$ cat config.mk
export PLATFORM = sky130hd
export DESIGN_NAME = hp35_wb_dbg_regs
export DESIGN_NICKNAME = d
export VERILOG_FILES = /design/src/rtl/hp35_wb_dbg_regs.sv
export SDC_FILE = /design/constraint.sdc
export NUM_CORES = 1
export LEC_CHECK = 0
export ABC_AREA = 1
export BUFFER_PORTS_ARGS = -buffer_cell sky130_fd_sc_hd__buf_2
export CORE_ASPECT_RATIO = 1.25
export CORE_MARGIN = 5
export CORE_UTILIZATION = 56
export CTS_CLUSTER_SIZE = 24
export DETAILED_ROUTE_END_ITERATION = 16
export PLACE_DENSITY = 0.81
export SLEW_MARGIN = 15
export SYNTH_ARGS = -nofsm -noshare
export SYNTH_HDL_FRONTEND = slang
export SYNTH_SLANG_ARGS = --single-unit
export TNS_END_PERCENT = 20
$ cat constraint.sdc
create_clock -name wb_clk_i -period 16 [get_ports wb_clk_i]
set_input_delay 3.2 -clock wb_clk_i [delete_from_list [all_inputs] [get_ports wb_clk_i]]
set_output_delay 3.2 -clock wb_clk_i [all_outputs]
set_load 0.02 [all_outputs]
$ cat src/rtl/hp35_wb_dbg_regs.sv
// Wishbone-classic debug register bank for hp35_core: control words, status snapshots,
// sticky edge events with interrupt, and an event counter. Optional macro: HP35_DBG_LA_OVERRIDE_EN.
module hp35_wb_dbg_regs #(
  parameter int unsigned NCTRL     = 4,
  parameter int unsigned NSTAT     = 4,
  parameter logic [31:0] BASE_ADDR = 32'h3000_0000
) (
  input  logic                  wb_clk_i,
  input  logic                  wb_rst_i,
  input  logic                  wbs_cyc_i,
  input  logic                  wbs_stb_i,
  input  logic                  wbs_we_i,
  input  logic [3:0]            wbs_sel_i,
  input  logic [31:0]           wbs_adr_i,
  input  logic [31:0]           wbs_dat_i,
  output logic [31:0]           wbs_dat_o,
  output logic                  wbs_ack_o,
  input  logic [NSTAT*32-1:0]   stat_i,
  input  logic                  evt_i,
`ifdef HP35_DBG_LA_OVERRIDE_EN
  input  logic [31:0]           la_data_in,
  input  logic [31:0]           la_oenb,
`endif
  output logic [NCTRL*32-1:0]   ctrl_o,
  output logic                  irq_o
);

  localparam logic [31:0] ID_VALUE = 32'h4850_3335;
  localparam logic [5:0]  IDX_ID     = 6'd0;
  localparam logic [5:0]  IDX_SNAP   = 6'd1;
  localparam logic [5:0]  IDX_STICKY = 6'd2;
  localparam logic [5:0]  IDX_COUNT  = 6'd3;
  localparam logic [5:0]  IDX_MASK   = 6'd4;

  logic [31:0] ctrl_q   [NCTRL];
  logic [31:0] shadow_q [NSTAT];
  logic [31:0] sticky_q;
  logic [31:0] mask_q;
  logic [31:0] count_q;
  logic [31:0] stat_q;
  logic [31:0] stat_d1_q;
  logic        ack_q;
  logic [31:0] dat_q;
  logic        irq_q;

  logic        hit;
  logic        accept;
  logic        wr;
  logic [5:0]  idx;
  logic [31:0] rd_data;
  logic [31:0] rise;
  logic [31:0] sticky_clr;
  logic        unused_adr;

  assign hit        = (wbs_adr_i[31:12] == BASE_ADDR[31:12]);
  assign accept     = wbs_cyc_i & wbs_stb_i & ~ack_q & hit;
  assign wr         = accept & wbs_we_i;
  assign idx        = wbs_adr_i[7:2];
  assign unused_adr = ^{wbs_adr_i[11:8], wbs_adr_i[1:0]};

  // Edge detect runs on a registered copy so a rise shows up in STICKY one edge later.
  assign rise       = stat_q & ~stat_d1_q;
  assign sticky_clr = (wr && idx == IDX_STICKY) ? wbs_dat_i : '0;

  always_comb begin
    rd_data = '0;
    case (idx)
      IDX_ID:     rd_data = ID_VALUE;
      IDX_STICKY: rd_data = sticky_q;
      IDX_COUNT:  rd_data = count_q;
      IDX_MASK:   rd_data = mask_q;
      default:    rd_data = '0;
    endcase
    for (int unsigned i = 0; i < NCTRL; i++) begin
      if (idx == 6'(16 + i)) rd_data = ctrl_q[i];
    end
    for (int unsigned i = 0; i < NSTAT; i++) begin
      if (idx == 6'(32 + i)) rd_data = shadow_q[i];
    end
  end

  always_ff @(posedge wb_clk_i) begin
    if (wb_rst_i) begin
      ack_q     <= 1'b0;
      dat_q     <= '0;
      irq_q     <= 1'b0;
      sticky_q  <= '0;
      mask_q    <= '0;
      count_q   <= '0;
      stat_q    <= stat_i[31:0];
      stat_d1_q <= stat_i[31:0];
      for (int unsigned i = 0; i < NCTRL; i++) ctrl_q[i] <= '0;
      for (int unsigned i = 0; i < NSTAT; i++) shadow_q[i] <= '0;
    end else begin
      ack_q     <= accept;
      dat_q     <= accept ? rd_data : '0;
      stat_q    <= stat_i[31:0];
      stat_d1_q <= stat_q;
      // Set has priority over write-1-to-clear on the same bit.
      sticky_q  <= (sticky_q & ~sticky_clr) | rise;
      irq_q     <= |(sticky_q & mask_q);

      if (wr && idx == IDX_COUNT) count_q <= '0;
      else if (evt_i)             count_q <= count_q + 32'd1;

      if (wr && idx == IDX_MASK) mask_q <= wbs_dat_i;

      if (wr && idx == IDX_SNAP && wbs_dat_i[0]) begin
        for (int unsigned i = 0; i < NSTAT; i++) shadow_q[i] <= stat_i[32*i +: 32];
      end

      for (int unsigned i = 0; i < NCTRL; i++) begin
        for (int unsigned b = 0; b < 4; b++) begin
          if (wr && idx == 6'(16 + i) && wbs_sel_i[b])
            ctrl_q[i][8*b +: 8] <= wbs_dat_i[8*b +: 8];
        end
      end
    end
  end

  always_comb begin
    for (int unsigned i = 0; i < NCTRL; i++) ctrl_o[32*i +: 32] = ctrl_q[i];
`ifdef HP35_DBG_LA_OVERRIDE_EN
    ctrl_o[31:0] = (la_oenb & ctrl_q[0]) | (~la_oenb & la_data_in);
`endif
  end

  assign wbs_ack_o = ack_q;
  assign wbs_dat_o = dat_q;
  assign irq_o     = irq_q;

endmodule

==> results of run 1 <==
## path summary, 6_finish.rpt
| kind | startpoint | endpoint | depth (start not counted) |
|---|---|---|---|
| max reg2reg | wbs_ack_o$_SDFF_PP0_ | shadow_q[3][21]$_SDFFCE_PN0P_ | 5 |
| max | wbs_adr_i[3] | wbs_dat_o[19]$_SDFF_PP0_ | 13 |
| min | stat_d1_q[26]$_DFF_P_ | sticky_q[26]$_SDFF_PP0_ | 1 |
| min reg2reg | stat_d1_q[26]$_DFF_P_ | sticky_q[26]$_SDFF_PP0_ | 1 |
## worst max-delay path, cell delays in order
cell     delay [ns]
buf_2          0.33
inv_2          0.06
nor2_2         0.51
nand3_1        0.75
inv_2          0.92
nand2_1        0.13
nand3_1        0.17
nor2_1         0.06
nand4_1        0.15
nand2_1        0.12
nand3_1        0.09
nand2_1        0.08
inv_1          0.06
## power breakdown
part / switching, mW / internal (mW) / leakage, nW
logic: 0.117 / 0.0493 / 5.38
registers: 0.0299 / 1.27 / 4.02
clock network: 0.452 / 0.595 / 0.715
## cell type report
cell class | instances | area [sq um] | area share, %
clock buffers | 63 | 1276 | 5.472
repair buffers | 383 | 2002 | 8.584
diodes | 7 | 17.52 | 0.07511
inverters | 284 | 1071 | 4.592
clock inverters | 19 | 181.4 | 0.7779
multi-input cells | 1403 | 6610 | 28.34
well taps | 474 | 593.1 | 2.543
flip-flops and latches | 450 | 11570 | 49.61
## metal layers
layer,global-route usage (%),vias up
li1,-,7938
met1,41.14,7906
met2,51.02,906
met3,6.366,227
met4,13.93,22
met5,0,-
## cells in the mapped netlist (3+ instances only)
library cell / n
or2_2: 3
clkbuf_1: 23
xnor2_1: 4
nand2_2: 3
xor2_1: 15
o21ai_1: 33
inv_1: 263
nor4_1: 5
buf_6: 5
nand3_1: 95
dfxtp_1: 194
edfxtp_1: 256
nor3_1: 15
buf_2: 57
or2_0: 3
o2111ai_1: 6
a21oi_1: 61
nand4_1: 103
inv_2: 20
buf_1: 5
nor2_2: 3
o21ai_0: 102
buf_4: 8
nor3b_1: 3
nand2_1: 403
nor2_1: 503
nand4_4: 16
nor2_4: 9
## sequential cells by signal, indices dropped and copies added (netlist names)
signal / flops
ctrl_q: 128
shadow_q: 128
count_q: 32
mask_q: 32
stat_d1_q: 32
stat_q: 32
sticky_q: 32
wbs_dat_o: 32
irq_o: 1
wbs_ack_o: 1
## cell families (layout without fill, tap and decap cells)
| kind of cell | count (synthesis) | after routing | share of synthesized area, % |
|---|---|---|---|
| other | 0 | 7 | 0 |
| AOI/OAI and AO/OA | 207 | 207 | 5.434 |
| xor gates and xnor gates | 19 | 19 | 0.8433 |
| DFF | 450 | 450 | 58.64 |
| and+or+nand+nor | 1176 | 1176 | 26.97 |
| adders and majority gates | 1 | 1 | 0.06339 |
| buffers and inverters | 383 | 749 | 8.059 |
==> impl_metrics.ini, run 1 <==
[status]
outcome = completed

[route]
wl_met3_mm = 5.851
dr.max_layer_used = met5
drt-met1-wl_mm = 23.88
drc = 0
via_per_inst = 5.514
drtPass1Iterations = 8
num_vias = 17000
wl_met2_mm = 29.84
antenna_left = 0
wire_per_inst_microns = 20.40
drt_iter0_drc = 1894
routed_wl_mm = 62.89

[timing]
skew_ns = 0.01463
drv_slew = 0
max_freq_mhz = 162.4
slew_headroom_pct = 27.13
rsz0062_at_grt = false
holdWs_ns = 0.4029
tns_ns = 0
finalSetupViolations = 0
fin_crit_sh_pct = 38.49
hold_viol_final = 0
min_period_ns = 6.158
tightestPinTransition_ns = 1.086
fin_ws_ns = 9.842

[layout]
drive_above_1_share_pct = 19.95
num-fill-cells = 2880
postLayoutCoreUtil_pct = 66.50
finalInstanceArea_sq_mm = 0.02332
fin_nets = 2769
final_cell_mix = nor2_1, nand2_1, buf_2, inv_1, edfxtp_1
syn2layout_area_growth_pct = 18.18
fin_cells = 3083
final_common_cell = nor2_1

[synth]
synth_ff_type = edfxtp_1
synth_top_cell_area_share_pct = 38.96
syn-num-nets = 2439
syn_area_sq_mm = 0.01973
synth_area_leader_cell = edfxtp_1
synthDistinctLibCells = 44
yosysSeqAreaShare_pct = 58.64
synth_edf_count = 256
yosysWarnings = 0
syn_area_per_cell_sq_um = 8.826
synth.ff_latch_count = 450
ys_top_cells_by_area = edfxtp_1, dfxtp_1, nor2_1
synth_async_sr_flop_share_pct = 0
syn-instance-count = 2236

[critical_path]
cp.required_ns = 16.51
endpoint_kind = register
worstPathMaxFanout = 42
cp_data_arrival_time_ns = 6.67
r2r_slack_ns = 12.63
critical_path_class = input pin to register
startpoint_type = input pin

[pwr]
power_mw = 2.515
power_density_mw_per_mm2 = 107.8
peakVddDrop_v = 0.00009723
leakagePower_nw = 10.12

[global_routing]
grt_max_degree = 90
grt_usage_pct = 31.49
antenna_found_initial = 15
grt_pass1_wl_mm = 94.02
grt_pass1_vias = 16280
grt_remaining_overflow = 0

[cts]
hold_buffers = 0
cts_buffers = 44
h-tree-depth = 2
root_buffer = clkbuf_16
cts_resized = 0
worstSkewPairLatency_ns = 0.57
cts_buffer_depth = 3
cts_setup_buffers = 0
clk_pin_slew_ns = 0.06
cts.sinks = 450
cts_tree = built

[floorplan]
die_area_sq_mm = 0.03912
core_sq_mm = 0.03507
row_count = 77
die_w_microns = 177.9
die_h_microns = 219.9
ios = 364
initial_core_util_pct = 56.27

[placed_design]
place_inst = 2993
globalplace.congestion = 0.9445
place_area_sq_mm = 0.02182
hpwl_mm = 44.92
port_buffers = 357
pre_cts_ws_ns = 9.350

[flow_run]
cap_violations = 0

[min_path]
hold_class = register to register
Note: power is estimated with default switching activity, not from simulation.
==> run 2, diff against run 1 <==
Settings changed: CORE_UTILIZATION 56 to 50, PLACE_DENSITY 0.81 to 0.77.
Clock period 16 ns to 5.45 ns, I/O delays scaled along.
==> run 2 against run 1 <==
Net effect: critical path depth decreased by 6; sequential share of layout area decreased by 0.48 points; clock-buffer cell count increased by 1; power increased to 3.0 times the previous value; combinational power increased to 3.0 times the previous value; critical path type unchanged; flip-flop and latch count unchanged; via count increased by 0.30%; worst setup slack got worse by 7.8 ns.
==> impl_metrics.ini, run 2 (same netlist as run 1, synthesis figures left out) <==
[critical_path]
reg2reg_from = wbs_ack_o$_SDFF_PP0_
worstPathMaxFanout = 24
cp_data_arrival_time_ns = 3.71
startpoint_type = input pin
critical_path_class = input pin to register
rr_worst_depth = 5
endpoint_kind = register
r2r_slack_ns = 2.53
cp.required_ns = 5.72
r2r-end = ctrl_q[1][31]$_SDFFCE_PN0P_

[min_path]
hold_class = register to register
hold_path.startpoint = stat_d1_q[21]$_DFF_P_
holdPathEnd = sticky_q[21]$_SDFF_PP0_
hold_depth = 1

[global_routing]
grt_max_degree = 93
grt_usage_pct = 28.07
grt_pass1_wl_mm = 94.98
grt_remaining_overflow = 0
grt_pass1_vias = 16640
antenna_found_initial = 20

[pwr]
leakagePower_nw = 10.24
power_density_mw_per_mm2 = 317.5
peakVddDrop_v = 0.0002352

[placed_design]
hpwl_mm = 46.74
pre_cts_ws_ns = 1.540
globalplace.congestion = 0.9907
port_buffers = 357
place_area_sq_mm = 0.02200

[cts]
worstSkewPairLatency_ns = 0.58
hold_buffers = 0
cts_resized = 0
h-tree-depth = 2
root_buffer = clkbuf_16
cts_setup_buffers = 0
clk_pin_slew_ns = 0.07
cts.sinks = 450
cts_buffer_depth = 3
cts_tree = built
cts_buffers = 45

[route]
routed_wl_mm = 63.54
drtPass1Iterations = 6
antenna_left = 0
drt-met1-wl_mm = 24.25
drc = 0
wl_met3_mm = 5.765
wire_per_inst_microns = 20.33
num_vias = 17050
drt_iter0_drc = 1737
via_per_inst = 5.456
wl_met2_mm = 29.79
dr.max_layer_used = met5

[layout]
final_common_cell = nor2_1
final_cell_mix = nor2_1, nand2_1, buf_2, inv_1, edfxtp_1
fin_nets = 2784
finalInstanceArea_sq_mm = 0.02355
drive_above_1_share_pct = 20.44
top_regs = ctrl_q x128, shadow_q x128
syn2layout_area_growth_pct = 19.34
postLayoutCoreUtil_pct = 60.20

[timing]
slew_headroom_pct = 24.71
skew_ns = 0.01564
hold_viol_final = 0
fin_crit_sh_pct = 63.07
tightestPinTransition_ns = 1.127
min_period_ns = 3.437
drv_slew = 0
tns_ns = 0
finalSetupViolations = 0
max_freq_mhz = 290.9
fin_ws_ns = 2.013
rsz0062_at_grt = false

[flow_run]
cap_violations = 0

[floorplan]
initial_core_util_pct = 50.44
core_sq_mm = 0.03912
die_w_microns = 187.7
ios = 364
row_count = 81
die_h_microns = 232.1
die_area_sq_mm = 0.04357

[status]
outcome = completed
-- run 2: layout make-up --
type                       instances  area (sq um)
antenna                            9         22.52
clock buffer                      64          1323
clock inverter                    20         205.2
fill                            3409         15570
inverter                         284          1071
multi-input combinational       1403          6610
sequential                       450         11570
tap                              498         623.1
timing repair buffer             397          2125
-- run 2: worst max-delay path, cell delays in order --
cell	delay, ns
buf_2	0.13
nor2_4	0.56
nand2_1	0.28
nor2_4	0.76
nand2_1	0.39
o21ai_0	0.27
buf_4	0.22
-- run 2: through the flow --
step | hold WS [ns] | power, mW | instances
after floorplan | 0.3895 | 4.113 | 2236
after global placement | 0.3929 | 4.367 | 3032
after detailed placement | 0.3944 | 4.379 | 3032
after CTS | 0.4008 | 7.496 | 3116
after global routing | 0.4175 | 7.700 | 3123
final | 0.3965 | 7.477 | 3125
-- run 2: where the power goes --
part	internal (mW)	total (mW)	switching, mW
Combinational	0.150	0.495	0.345
Clock	1.81	3.16	1.35
Sequential	3.73	3.82	0.0867
Total	5.69	7.48	1.78
-- run 2: per-layer routing --
metal / track usage (%) / vias to the layer above
met1: 35.33 / 7933
met3: 6.211 / 226
met5: 0 / -
met2: 45.67 / 885
li1: - / 7984
met4: 14.57 / 22
-- run 2: how the worst max path moves through the flow --
stage / startpoint / end / slack (ns) / depth (start not counted)
floorplan: wbs_adr_i[14] / shadow_q[0][0]$_SDFFCE_PN0P_ / 1.18 / 5
global placement: wbs_adr_i[5] / ctrl_q[0][26]$_SDFFCE_PN0P_ / 1.55 / 7
detailed placement: wbs_adr_i[5] / ctrl_q[0][17]$_SDFFCE_PN0P_ / 1.54 / 7
CTS: wbs_adr_i[5] / ctrl_q[0][20]$_SDFFCE_PN0P_ / 2.11 / 7
global route: wbs_adr_i[5] / ctrl_q[0][5]$_SDFFCE_PN0P_ / 1.91 / 7
finish: wbs_adr_i[5] / ctrl_q[0][20]$_SDFFCE_PN0P_ / 2.01 / 7
==> run 3, diff against run 2 <==
Settings changed: ABC_AREA 1 to 0.
Clock period 5.45 ns to 2.9 ns, I/O delays scaled along.
==> run 3 against run 2 <==
Net effect: sequential share of layout area fell by 0.78 points; critical path type is now register to register; largest cell class unchanged; die area is 0.87% lower; sequential power rose by 89%; first-iteration DRC count up 1.8%; combinational power grew 130%; clock power rose by 74%.
==> impl_metrics.ini, run 3 <==
[cts]
root_buffer = clkbuf_16
cts_tree = built
cts.sinks = 450
cts_resized = 0
worstSkewPairLatency_ns = 0.56
cts_buffers = 43
cts_setup_buffers = 0
hold_buffers = 0
clk_pin_slew_ns = 0.07
cts_buffer_depth = 3
h-tree-depth = 2

[layout]
final_cell_mix = buf_2, and2_1, edfxtp_1, dfxtp_1, nand2_1
multi_input_area_sq_mm = 0.007426
num-fill-cells = 3188
fin_nets = 2287
final_common_cell = buf_2
drive_above_1_share_pct = 29.04
top_regs = ctrl_q x128, shadow_q x128
syn2layout_area_growth_pct = 22.39
fin_cells = 2623
regArea_sq_mm = 0.01157

[placed_design]
port_buffers = 357
globalplace.congestion = 0.9452
hpwl_mm = 50.57
place_inst = 2537

[route]
num_vias = 15990
routed_wl_mm = 68.58
drtPass1Iterations = 5
via_per_inst = 6.097
wire_per_inst_microns = 26.15
drc = 0
drt_iter0_drc = 1768
antenna_left = 0

[min_path]
holdPathEnd = stat_q[1]$_DFF_P_
hold_class = input pin to register
hold_path.startpoint = stat_i[1]
hold_depth = 1

[critical_path]
crit_start = wbs_ack_o$_SDFF_PP0_
r2r-end = ctrl_q[3][21]$_SDFFCE_PN0P_
rr_worst_depth = 7
cp_data_arrival_time_ns = 2.70
critical_path_class = register to register
startpoint_type = register
worstPathMaxFanout = 8
reg2reg_from = wbs_ack_o$_SDFF_PP0_
endpoint_kind = register
cp.required_ns = 3.16
cpMaxStageDelayCell = nor3_1
r2r_slack_ns = 0.46
max_stage_delay_ns = 0.39
crit_chain = nor4bb_1 -> and4_1 -> nand3_1 -> nor3_1 -> buf_4 -> a21o_1 -> buf_12

[global_routing]
grt_usage_pct = 30.52
grt_remaining_overflow = 0
grt_max_degree = 106
grt_pass1_wl_mm = 100.1
grt_pass1_vias = 15800
antenna_found_initial = 8

[timing]
drv_slew = 0
slew_headroom_pct = 57.39
tns_ns = 0
max_freq_mhz = 409.7
min_period_ns = 2.441
holdWs_ns = 0.1395
rsz0062_at_grt = false
fin_crit_sh_pct = 84.17
hold_viol_final = 0
finalSetupViolations = 0
tightestPinTransition_ns = 0.6367
skew_ns = 0.01868

[pwr]
intPower_mw = 10.58
power_density_mw_per_mm2 = 578.2
combPwrFrac_pct = 8.1
power_frac_clock_pct = 39.8
seqPwrFrac_pct = 52.1
p_switching_mw = 3.261
p_sw_share_pct = 23.56
peakVddDrop_v = 0.0005981
leakagePower_nw = 9.316

[floorplan]
core_sq_mm = 0.03892
initial_core_util_pct = 50.24
die_area_sq_mm = 0.04319
row_count = 81
ios = 364
die_h_microns = 231.1
die_w_microns = 186.9

[synth]
synth_edf_count = 256
synthAdderAreaFrac_pct = 0.06399
yosysWarnings = 0
synth.ff_latch_count = 450
syn-instance-count = 1692
synth_compound_area_share_pct = 13.31
synth-simple-area-share_pct = 17.92
ys_top_cells_by_area = edfxtp_1, dfxtp_1, and2_1
synth_common_cells = and2_1, edfxtp_1, dfxtp_1
synth_xor_area_share_pct = 1.254
muxShareOfSynthArea_pct = 5.189
syn_area_per_cell_sq_um = 11.56
synth_ff_type = edfxtp_1
syn-num-nets = 1895
synth_top_cell_area_share_pct = 39.31
synth_top_family_by_area = simple AND/OR/NAND/NOR gates
syn_area_sq_mm = 0.01955
synthDistinctLibCells = 60
synth_area_leader_cell = edfxtp_1
synth_async_sr_flop_share_pct = 0
yosysSeqAreaShare_pct = 59.18
yosysMostFrequentCell = and2_1

[flow_run]
cap_violations = 0

[status]
outcome = completed
-- run 3: cells by family after synthesis --
logic type | count (synthesis)
and+or+nand+nor | 617
buffers and inverters | 142
AOI/OAI and AO/OA | 379
xor gates and xnor gates | 28
adders and majority gates | 1
muxes | 75
DFF | 450
-- run 3: how the worst max path moves through the flow --
| stage | cells past startpoint | to | slack [ns] |
|---|---|---|---|
| 2_1_floorplan | 4 | shadow_q[0][0]$_SDFFCE_PN0P_ | -0.99 |
| 3_3_place_gp | 8 | ctrl_q[1][15]$_SDFFCE_PN0P_ | 0.03 |
| 3_5_place_dp | 8 | ctrl_q[1][15]$_SDFFCE_PN0P_ | 0.03 |
| 4_1_cts | 7 | ctrl_q[3][23]$_SDFFCE_PN0P_ | 0.53 |
| 5_1_grt | 5 | ctrl_q[2][9]$_SDFFCE_PN0P_ | 0.38 |
| 6_report | 7 | ctrl_q[3][21]$_SDFFCE_PN0P_ | 0.46 |
-- run 3: stage by stage --
step	utilization [%]	power (mW)	cell area, sq um	setup slack [ns]
after floorplan	-	7.825	19590	-0.9938
after global placement	57.93	8.408	22540	0.03041
after detailed placement	57.93	8.441	22540	0.03043
after CTS	61.45	13.86	23910	0.5288
after global routing	61.49	14.23	23930	0.3751
final	61.49	13.84	23930	0.4591
-- run 3: cell type report --
type	instances	area share [%]
Sequential cell	450	48.35
Multi-Input combinational cell	1100	31.03
Timing Repair Buffer	459	11.74
Clock buffer	62	5.286
Tap cell	498	2.604
Inverter	30	0.4705
Clock inverter	17	0.4444
Antenna cell	7	0.07319
-- run 3: power groups by stage --
stage	registers, mW	logic, mW	clock network, mW
2_1_floorplan	7.37	0.457	0
6_report	7.21	1.12	5.51
3_5_place_dp	7.33	1.11	0
3_3_place_gp	7.32	1.09	0
5_1_grt	7.22	1.19	5.82
4_1_cts	7.20	1.11	5.55
-- run 3: critical path, delay by kind of cell, from the launching register on --
kind,cells,cell delay [ns]
buf+inv,2,0.34
flops,1,0.31
simple gates,4,1.33
compound gates,1,0.16
-- run 3: metal layers --
layer,GRT usage (%),up-vias,share of wire (%)
met5,0,-,0.034
met3,6.794,185,11
met2,50.05,964,47
li1,-,7026,-
met4,12.14,4,4.2
met1,39.78,7813,38
